===== src/rtl/alu_req_arbiter.sv =====
// Round-robin arbiter that shares one ALU between two requesters.
// It accepts one request, issues it with a start pulse, and waits for done
// under a timeout guard. It then returns the result to the winning requester.
module alu_req_arbiter #(
  parameter int unsigned DATA_W  = 8,
  parameter int unsigned OP_W    = 3,
  parameter int unsigned TIMEOUT = 16
) (
  input  logic              clk,
  input  logic              rst,
  input  logic              req0_valid,
  output logic              req0_ready,
  input  logic [OP_W-1:0]   req0_op,
  input  logic [DATA_W-1:0] req0_a,
  input  logic [DATA_W-1:0] req0_b,
  input  logic              req1_valid,
  output logic              req1_ready,
  input  logic [OP_W-1:0]   req1_op,
  input  logic [DATA_W-1:0] req1_a,
  input  logic [DATA_W-1:0] req1_b,
  output logic              rsp0_valid,
  input  logic              rsp0_ready,
  output logic              rsp1_valid,
  input  logic              rsp1_ready,
  output logic [DATA_W-1:0] rsp_result,
  output logic              rsp_err,
  output logic              alu_start,
  output logic [OP_W-1:0]   alu_op,
  output logic [DATA_W-1:0] alu_a,
  output logic [DATA_W-1:0] alu_b,
  input  logic              alu_done,
  input  logic [DATA_W-1:0] alu_result,
  output logic              busy,
  output logic              grant_id
);

  typedef enum logic [1:0] {S_IDLE, S_ISSUE, S_WAIT, S_RESP} state_t;

  localparam logic [7:0] CNT_LAST = 8'(TIMEOUT - 1);

  state_t              state_q, state_d;
  logic [OP_W-1:0]     op_q, op_d;
  logic [DATA_W-1:0]   a_q, a_d;
  logic [DATA_W-1:0]   b_q, b_d;
  logic [DATA_W-1:0]   res_q, res_d;
  logic                err_q, err_d;
  logic                grant_q, grant_d;
  logic                last_q, last_d;
  logic [7:0]          cnt_q, cnt_d;
  logic                win;
  logic                rsp_hs;

  // State and datapath registers
  always_ff @(posedge clk) begin
    if (rst) begin
      state_q <= S_IDLE;
      op_q    <= '0;
      a_q     <= '0;
      b_q     <= '0;
      res_q   <= '0;
      err_q   <= 1'b0;
      grant_q <= 1'b0;
      last_q  <= 1'b1;
      cnt_q   <= '0;
    end else begin
      state_q <= state_d;
      op_q    <= op_d;
      a_q     <= a_d;
      b_q     <= b_d;
      res_q   <= res_d;
      err_q   <= err_d;
      grant_q <= grant_d;
      last_q  <= last_d;
      cnt_q   <= cnt_d;
    end
  end

  // Winner selection, next-state logic and datapath updates
  always_comb begin
    // When both requesters are valid, the one not granted last time wins.
    // With a single valid requester, that requester wins.
    if (req0_valid && req1_valid) win = ~last_q;
    else                          win = req1_valid;
    rsp_hs  = (state_q == S_RESP) && (grant_q ? rsp1_ready : rsp0_ready);

    state_d = state_q;
    op_d    = op_q;
    a_d     = a_q;
    b_d     = b_q;
    res_d   = res_q;
    err_d   = err_q;
    grant_d = grant_q;
    last_d  = last_q;
    cnt_d   = cnt_q;

    case (state_q)
      S_IDLE: begin
        if (req0_valid || req1_valid) begin
          grant_d = win;
          op_d    = win ? req1_op : req0_op;
          a_d     = win ? req1_a  : req0_a;
          b_d     = win ? req1_b  : req0_b;
          state_d = S_ISSUE;
        end
      end
      S_ISSUE: begin
        cnt_d   = '0;
        state_d = S_WAIT;
      end
      S_WAIT: begin
        if (alu_done) begin
          res_d   = alu_result;
          err_d   = 1'b0;
          state_d = S_RESP;
        end else if (cnt_q == CNT_LAST) begin
          res_d   = '0;
          err_d   = 1'b1;
          state_d = S_RESP;
        end else begin
          cnt_d = cnt_q + 8'd1;
        end
      end
      S_RESP: begin
        if (rsp_hs) begin
          last_d  = grant_q;
          err_d   = 1'b0;
          state_d = S_IDLE;
        end
      end
      default: state_d = S_IDLE;
    endcase
  end

  // Handshake and status outputs. Ready is masked during reset because
  // the synchronous reset would discard the accept.
  always_comb begin
    req0_ready = ~rst && (state_q == S_IDLE) && req0_valid && ~win;
    req1_ready = ~rst && (state_q == S_IDLE) && req1_valid &&  win;
    rsp0_valid = (state_q == S_RESP) && ~grant_q;
    rsp1_valid = (state_q == S_RESP) &&  grant_q;
    alu_start  = (state_q == S_ISSUE);
    busy       = (state_q != S_IDLE);
    alu_op     = op_q;
    alu_a      = a_q;
    alu_b      = b_q;
    rsp_result = res_q;
    rsp_err    = err_q;
    grant_id   = grant_q;
  end

endmodule


===== config.mk =====
export PLATFORM = sky130hd
export DESIGN_NAME = alu_req_arbiter
export DESIGN_NICKNAME = d
export VERILOG_FILES = /design/src/rtl/alu_req_arbiter.sv
export SDC_FILE = /design/constraint.sdc
export NUM_CORES = 1
export LEC_CHECK = 0
export CORE_MARGIN = 5
export CORE_UTILIZATION = 37
export CTS_CLUSTER_DIAMETER = 60
export DETAILED_ROUTE_END_ITERATION = 8
export PLACE_DENSITY = 0.74
export SLEW_MARGIN = 20
export SYNTH_ARGS = -nofsm -noshare
export SYNTH_HDL_FRONTEND = slang
export SYNTH_SLANG_ARGS = --single-unit

===== constraint.sdc =====
create_clock -name clk -period 1.5 [get_ports clk]
set_input_delay 0.225 -clock clk [delete_from_list [all_inputs] [get_ports clk]]
set_output_delay 0.225 -clock clk [all_outputs]
set_load 0.005 [all_outputs]

==> results of run 1 <==
## per-layer routing
metal	wire length, um	up-vias	global-route usage
met5	0	-	0
met4	75	0	0.05980
met3	633	8	0.07675
met2	2451	76	0.2730
met1	2556	881	0.2204
li1	-	983	-
## placed cells by master (no fill, tap or decap), types with 4 or more instances in the layout
cell type	instances
nand2_1	11
clkdlybuf4s50_1	79
nand2b_1	5
buf_2	4
dfxtp_2	5
a31oi_1	4
nand4_1	4
mux2i_1	21
a22o_1	8
buf_4	28
dfxtp_1	34
nor2_1	21
a21oi_1	6
clkbuf_8	5
a211oi_1	18
## worst min path at each step
stage	to	slack [ps]	cells after the start	start
finish	rsp_result[6]	480	1	rsp_result[6]
global route	rsp_result[5]	490	1	rsp_result[5]
CTS	rsp_result[5]	490	1	rsp_result[5]
detailed placement	rsp_result[6]	470	1	rsp_result[6]
global placement	rsp_result[6]	460	1	rsp_result[6]
floorplan	rsp_result[0]	350	1	alu_result[0]
## through the flow
stage	TNS (ps)	hold WS, ps	setup slack [ps]
after CTS	-250.9	486.4	-106.8
after floorplan	0	350.6	2.761
after detailed placement	-5523	465.8	-474.5
after global routing	-887.6	491.3	-79.80
final	-94.02	483.4	-44.69
after global placement	-4413	461.7	-407.5
## worst max-delay path, stage by stage (launching register included)
cell and delay (ps):
dfxtp_2 340, ha_4 150, and4b_2 250, a21o_4 250, or3_4 370, a21oi_2 110
## registers in the layout (all words and copies together), names as in the netlist
name	cells
alu_a	8
alu_b	8
cnt_q	8
rsp_result	8
alu_op	3
state_q	2
grant_id	1
last_q	1
rsp_err	1
## power by group through the flow
| stage | clock network, uW | registers, uW | logic (uW) |
|---|---|---|---|
| global placement | 0 | 1480 | 2270 |
| CTS | 927 | 1480 | 2470 |
| detailed placement | 0 | 1490 | 2260 |
| floorplan | 0 | 1510 | 1050 |
| finish | 906 | 1500 | 2610 |
| global route | 971 | 1530 | 2860 |
## area by class of cell
| cell class | instances | area [sq um] |
|---|---|---|
| Fill cell | 423 | 1749 |
| Multi-Input combinational cell | 147 | 1162 |
| Timing Repair Buffer | 118 | 1125 |
| Sequential cell | 40 | 810.8 |
| Tap cell | 70 | 87.58 |
| Clock buffer | 5 | 68.82 |
| Clock inverter | 3 | 46.29 |
| Inverter | 6 | 25.02 |
## cell families after synthesis
group / Yosys count / synth area share
adders and majority gates: 5 / 0.03259
AOI/OAI and AO/OA: 59 / 0.2334
muxes: 21 / 0.1095
DFF: 40 / 0.4172
and+or+nand+nor: 62 / 0.1630
buffers and inverters: 20 / 0.04433
## timing repair
action	CTS	global route
setup buffers	0	2
setup endpoints to repair	20	42
gates resized for setup	33	24
pin swaps	1	4
gates cloned	1	0
==> impl_results.md, run 1 <==
- R2R Path Start: cnt_q[0]
- Final std cells w/o fill: 389
- First-pass GRT wire length: 9.149 mm
- Pre-Repair DR Iteration Count: 4
- DP Area: 3049 sq um
- DR DRC count: 0
- Tmin final: 1545 ps
- Switching share of total power: 0.3491
- Clock sinks: 40
- Vias/cell: around 5.0
- CTS HTree Levels: 2
- Core Util, Final: 0.6553
- Total number of vias: approximately 2,000
- Pwr Total: 5020 uW
- Fmax: about 650 MHz
- Clk network pwr share: 0.181
- Post-DRT Antenna Nets: 0
- Buffers on Ports: 87
- Mean area per synthesized cell: roughly 9 sq um
- Int Power: between 3000 and 4000 uW
- DPL Wire Length: ~4.1 mm
- Dpl cells: between 300 and 400
- Die Height: roughly 80 um
- Comb pwr share: 0.521
- Critical path endpoint: cnt_q[0]
- Slew Viols, Final: 0
- Clock Path Buffers: 2
- Final worst slack: -44.69 ps
- CP Data Required Time: roughly 1700 ps
- FF+latch count, synth: 40
- Skew final: 4.723 ps
- Yosys warns: 0
- Reg clk slew, reported paths: 80 ps
- EDFF count, synth: 0
- Share of layout cells above drive strength 1: 0.2320
- DR iter-0 viols: 85
- Lkg Pwr: roughly 0.0013 uW
- Max Cap Viol: 0
- Final standard cell area without fillers: about 3300 sq um
- Worst Setup Start Kind: register
- Clock Latency Late Sink: about 300 ps
- Initial Utilization: 0.3782
- Post-synth top area cell: dfxtp_1
- Gpl congestion: ~0.79
- Slew @ Worst Pin: about 370 ps
- Distinct cells, synth: 41
- Setup crit start: cnt_q[0]
- Asr flop ratio synth: 0
- Worst Hold Class: reg2reg
- Row Count: 26
- Seq pwr share: 0.299
- Hold Buf Count CTS: 0
- Root Driver: clkbuf_8
- CTS Buf Count: 5
- GRT Util Overall: 0.1772
- RSZ-0062 raised after global routing: yes
- Post-synthesis sequential area ratio: 0.4172
- Synth top area cells: dfxtp_1 (42%), mux2i_1 (11%), a211oi_1 (7.4%)
- WL final: ~5.7 mm
- Cell Pwr Density: around 1500 nW/um^2
- Switch Pwr: 1752 uW
- R2r setup slk: -40 ps
- Synth top area share: 0.4172
- Area grow syn2layout: 73.27%
- Ys flop type: dfxtp_1
- Chip width: between 80 and 90 um
- Post-synth top cells: dfxtp_1 (40), nor2_1 (23), mux2i_1 (21)
- Nature of the critical path endpoint: register
- Synth Instances: a little over 200
- Boundary pin count: 88
- Core box area: between 5000 and 6000 sq um
- Peak VDD IR: 0.001040 V
- Post-Syn Area: between 1500 and 2000 sq um
- Number of global-route vias before repair: around 1,900
- Worst Path Arrival: 1770 ps
- WL per Instance: between 10 and 15 um
- Worst r2r path cells: 5
- GRT overflow: 0
- Largest net degree at the start of global routing: 39
- Status: finished, violations left
- Rel. slew slack: 0.7510
- Final Hold Fails: 0
- R2r endpoint: cnt_q[0]
- Critical-path maximum fanout: 4
- Most common cell in the synthesized netlist: dfxtp_1
- Initial antenna violation count: 0
- Die ar.: ~6700 sq um
- CTS tree: yes
- Final net count: 376
- Crit Path Category: reg2reg
- Failing checks: setup timing
- Final setup violation count: 3
- Fin crit share: 1.030
- Syn Nets: between 200 and 300
- N_diodes: 0
Power figures use the tool's default switching activity.
==> run 2, diff against run 1 <==
TNS_END_PERCENT = 100   (was not set)
==> results of run 2 <==
The final DEF is identical to that of run 1; final timing and power are the same.
==> run 3, diff against run 2 <==
GPL_TIMING_DRIVEN = 0   (was not set)
TNS_END_PERCENT = 10   (was 100)
clock period = 1.4 ns   (was 1.5 ns; I/O delays follow)
==> impl_results.md, run 3 (same netlist as run 1, synthesis figures left out) <==
- DR DRC count: 0 (unchanged)
- R2r setup slk: -220 ps (-180 ps)
- Failing checks: setup timing
- Bufs and invs on worst path: 1 (+1)
- Die ar.: 6728 sq um (unchanged)
- CP max stage cell: or3_4
- Worst r2r path cells: 6 (+1)
- Initial Utilization: 0.3782 (unchanged)
- Pre-Repair DR Iteration Count: 4 (unchanged)
- WL final: 5.484 mm (-4.1%)
- Final net count: 363 (-3.5%)
- Final setup violation count: 26 (+23)
- CTS HTree Levels: 2 (unchanged)
- Buffers on Ports: 86 (-1.1%)
- Switch Pwr: 1807 uW (+3.1%)
- Tmin final: 1625 ps (+80.19 ps)
- DPL Wire Length: 4.048 mm (-0.83%)
- Root Driver: clkbuf_8
- Cell Pwr Density: 1518 nW/um^2 (+0.58%)
- Critical path endpoint: cnt_q[0]
- Fmax: 615.4 MHz (-4.9%)
- Die Height: 82.03 um (unchanged)
- Crit Path Category: reg2reg
- Fin crit share: 1.161 (+0.1308)
- Vias/cell: 5.069 (+1.2%)
- Clock Latency Late Sink: 290 ps (about the same)
- RSZ-0062 raised after global routing: yes
- DP Worst Slack: -713.1 ps (-238.6 ps)
- GRT Util Overall: 0.1641 (-0.01308)
- Worst Setup Start Kind: register
- Final Hold Fails: 0 (unchanged)
- Critical path cell sequence: ha_4, and4b_1, buf_6, a21o_4, or3_4, a21oi_2
- N_diodes: 0 (unchanged)
- Gpl congestion: 0.8180 (+3.5%)
- Setup crit start: cnt_q[0]
- GRT overflow: 0 (unchanged)
- Clk network pwr share: 0.164 (-0.017)
- Pwr Total: 4933 uW (-1.7%)
- Crit-path leading delay family: simple AND/OR/NAND/NOR gates
- Status: finished, violations left
- DR WL met2: 2.793 mm (+14%)
- FF+latch area: 820.8 sq um (+1.2%)
- Post-DRT Antenna Nets: 0 (unchanged)
- Switching share of total power: 0.3662 (+0.01716)
- Core box area: 5075 sq um (unchanged)
- Met3 wire len: 408 um (-36%)
- Min Hold Slack: 478.0 ps (-5.401 ps)
- Critical-path maximum fanout: 6 (+2)
- Chip width: 82.03 um (unchanged)
- Fill cell count: 435 (+2.8%)
- Total number of vias: 1,906 (-2.2%)
- DP Area: 2879 sq um (-5.6%)
- DR iter-0 viols: 70 (-18%)
- R2R Path Start: cnt_q[0]
- Max Cap Viol: 0 (unchanged)
- Share of layout cells above drive strength 1: 0.2288 (-0.003217)
- Commonest non-fill, non-tap cell in the layout: clkdlybuf4s50_1
- Area grow syn2layout: 69.30%
- Peak VDD IR: 0.0008245 V (-21%)
- CTS tree: yes
- Slew Viols, Final: 0 (unchanged)
- Lkg Pwr: 0.001375 uW (+5.4%)
- Number of stages on the worst setup path: 6 (+1)
- Initial antenna violation count: 0 (unchanged)
- WL per Instance: 14.59 um (-0.76%)
- Largest net degree at the start of global routing: 13 (-67%)
- Slew @ Worst Pin: 538.8 ps (+166.6 ps)
- First-pass GRT wire length: 8.625 mm (-5.7%)
- Worst Hold Class: reg2reg
- Worst Path Arrival: 1840 ps (+70 ps)
- CP Data Required Time: 1620 ps (-110 ps)
- Seq pwr share: 0.329 (+0.030)
- Reg clk slew, reported paths: 80 ps (about the same)
- Clock Path Buffers: 2 (unchanged)
- Final worst slack: -224.9 ps (-180.2 ps)
- Boundary pin count: 88 (unchanged)
- Rel. slew slack: 0.6408 (-0.1103)
- Row Count: 26 (unchanged)
- Multi-input gate area in the final layout: 1199 sq um (+3.1%)
- Max incr delay on CP: 370 ps (about the same)
- Int Power: 3126 uW (-4.3%)
- Most frequent cells in the layout: clkdlybuf4s50_1 (67), dfxtp_1 (32), nor2_1 (21), mux2i_1 (21), a211oi_1 (18)
- Skew final: 3.436 ps (-1.287 ps)
- Highest Signal Layer: met4
- Comb pwr share: 0.508 (-0.013)
- CTS Buf Count: 5 (unchanged)
- Nature of the critical path endpoint: register
- Number of global-route vias before repair: 1,875 (-1.6%)
- Final standard cell area without fillers: 3249 sq um (-2.3%)
- Met1 WL: 2.204 mm (-14%)
- R2r endpoint: cnt_q[0]
- Clock sinks: 40 (unchanged)
-- run 3: cell types whose count changed in the layout (fill, tap and decap cells not counted), moves of 2 or more --
cell,change
dlymetal6s2s_1,+10
clkbuf_2,+2
buf_4,-22
clkdlybuf4s50_1,-12
dfxtp_4,+3
clkbuf_1,+3
nor3b_2,+2
buf_6,+5
dfxtp_1,-2
clkbuf_4,+3
clkbuf_8,+2
-- run 3: worst min path at each step --
stage	start	to	slack, ps	depth (start not counted)
final	rsp_result[1]	rsp_result[1]	480	1
after global routing	rsp_result[1]	rsp_result[1]	500	1
after CTS	alu_done	rsp_err	470	3
after detailed placement	rsp_result[4]	rsp_result[4]	470	1
after global placement	rsp_result[0]	rsp_result[0]	460	1
after floorplan	alu_result[0]	rsp_result[0]	340	1
-- run 3: metrics by stage --
| stage | TNS [ps] | utilization | cells |
|---|---|---|---|
| floorplan | -623.8 | - | 207 |
| global placement | -14680 | 0.5673 | 363 |
| detailed placement | -15350 | 0.5673 | 363 |
| CTS | -2594 | 0.6102 | 374 |
| global route | -4224 | 0.6403 | 376 |
| finish | -2765 | 0.6403 | 376 |
-- run 3: layout make-up --
cell class / count / area share
tap: 70 / 0.02695
timing repair buffer: 91 / 0.2792
buffer: 14 / 0.03504
clock buffer: 7 / 0.02657
multi-input combinational: 147 / 0.3689
inverter: 6 / 0.008471
sequential: 40 / 0.2526
clock inverter: 1 / 0.002310
-- run 3: power groups by stage --
stage / combinational [uW] / clock (uW) / sequential [uW]
final: 2510 / 807 / 1620
after global routing: 2760 / 867 / 1660
after CTS: 2420 / 825 / 1620
after detailed placement: 2180 / 0 / 1610
after global placement: 2160 / 0 / 1600
after floorplan: 1140 / 0 / 1610
-- run 3: per-layer routing --
| layer | GRT usage | vias up |
|---|---|---|
| met5 | 0 | - |
| met2 | 0.2674 | 55 |
| met3 | 0.06360 | 7 |
| li1 | - | 960 |
| met1 | 0.2009 | 884 |
| met4 | 0.04485 | 0 |
-- run 3: timing repair --
action | CTS | global route
gates resized for setup | 64 | 45
pin swaps | 9 | 6
hold buffers | 0 | 0
setup endpoints to repair | 46 | 57
buffers inserted | 3 | 2
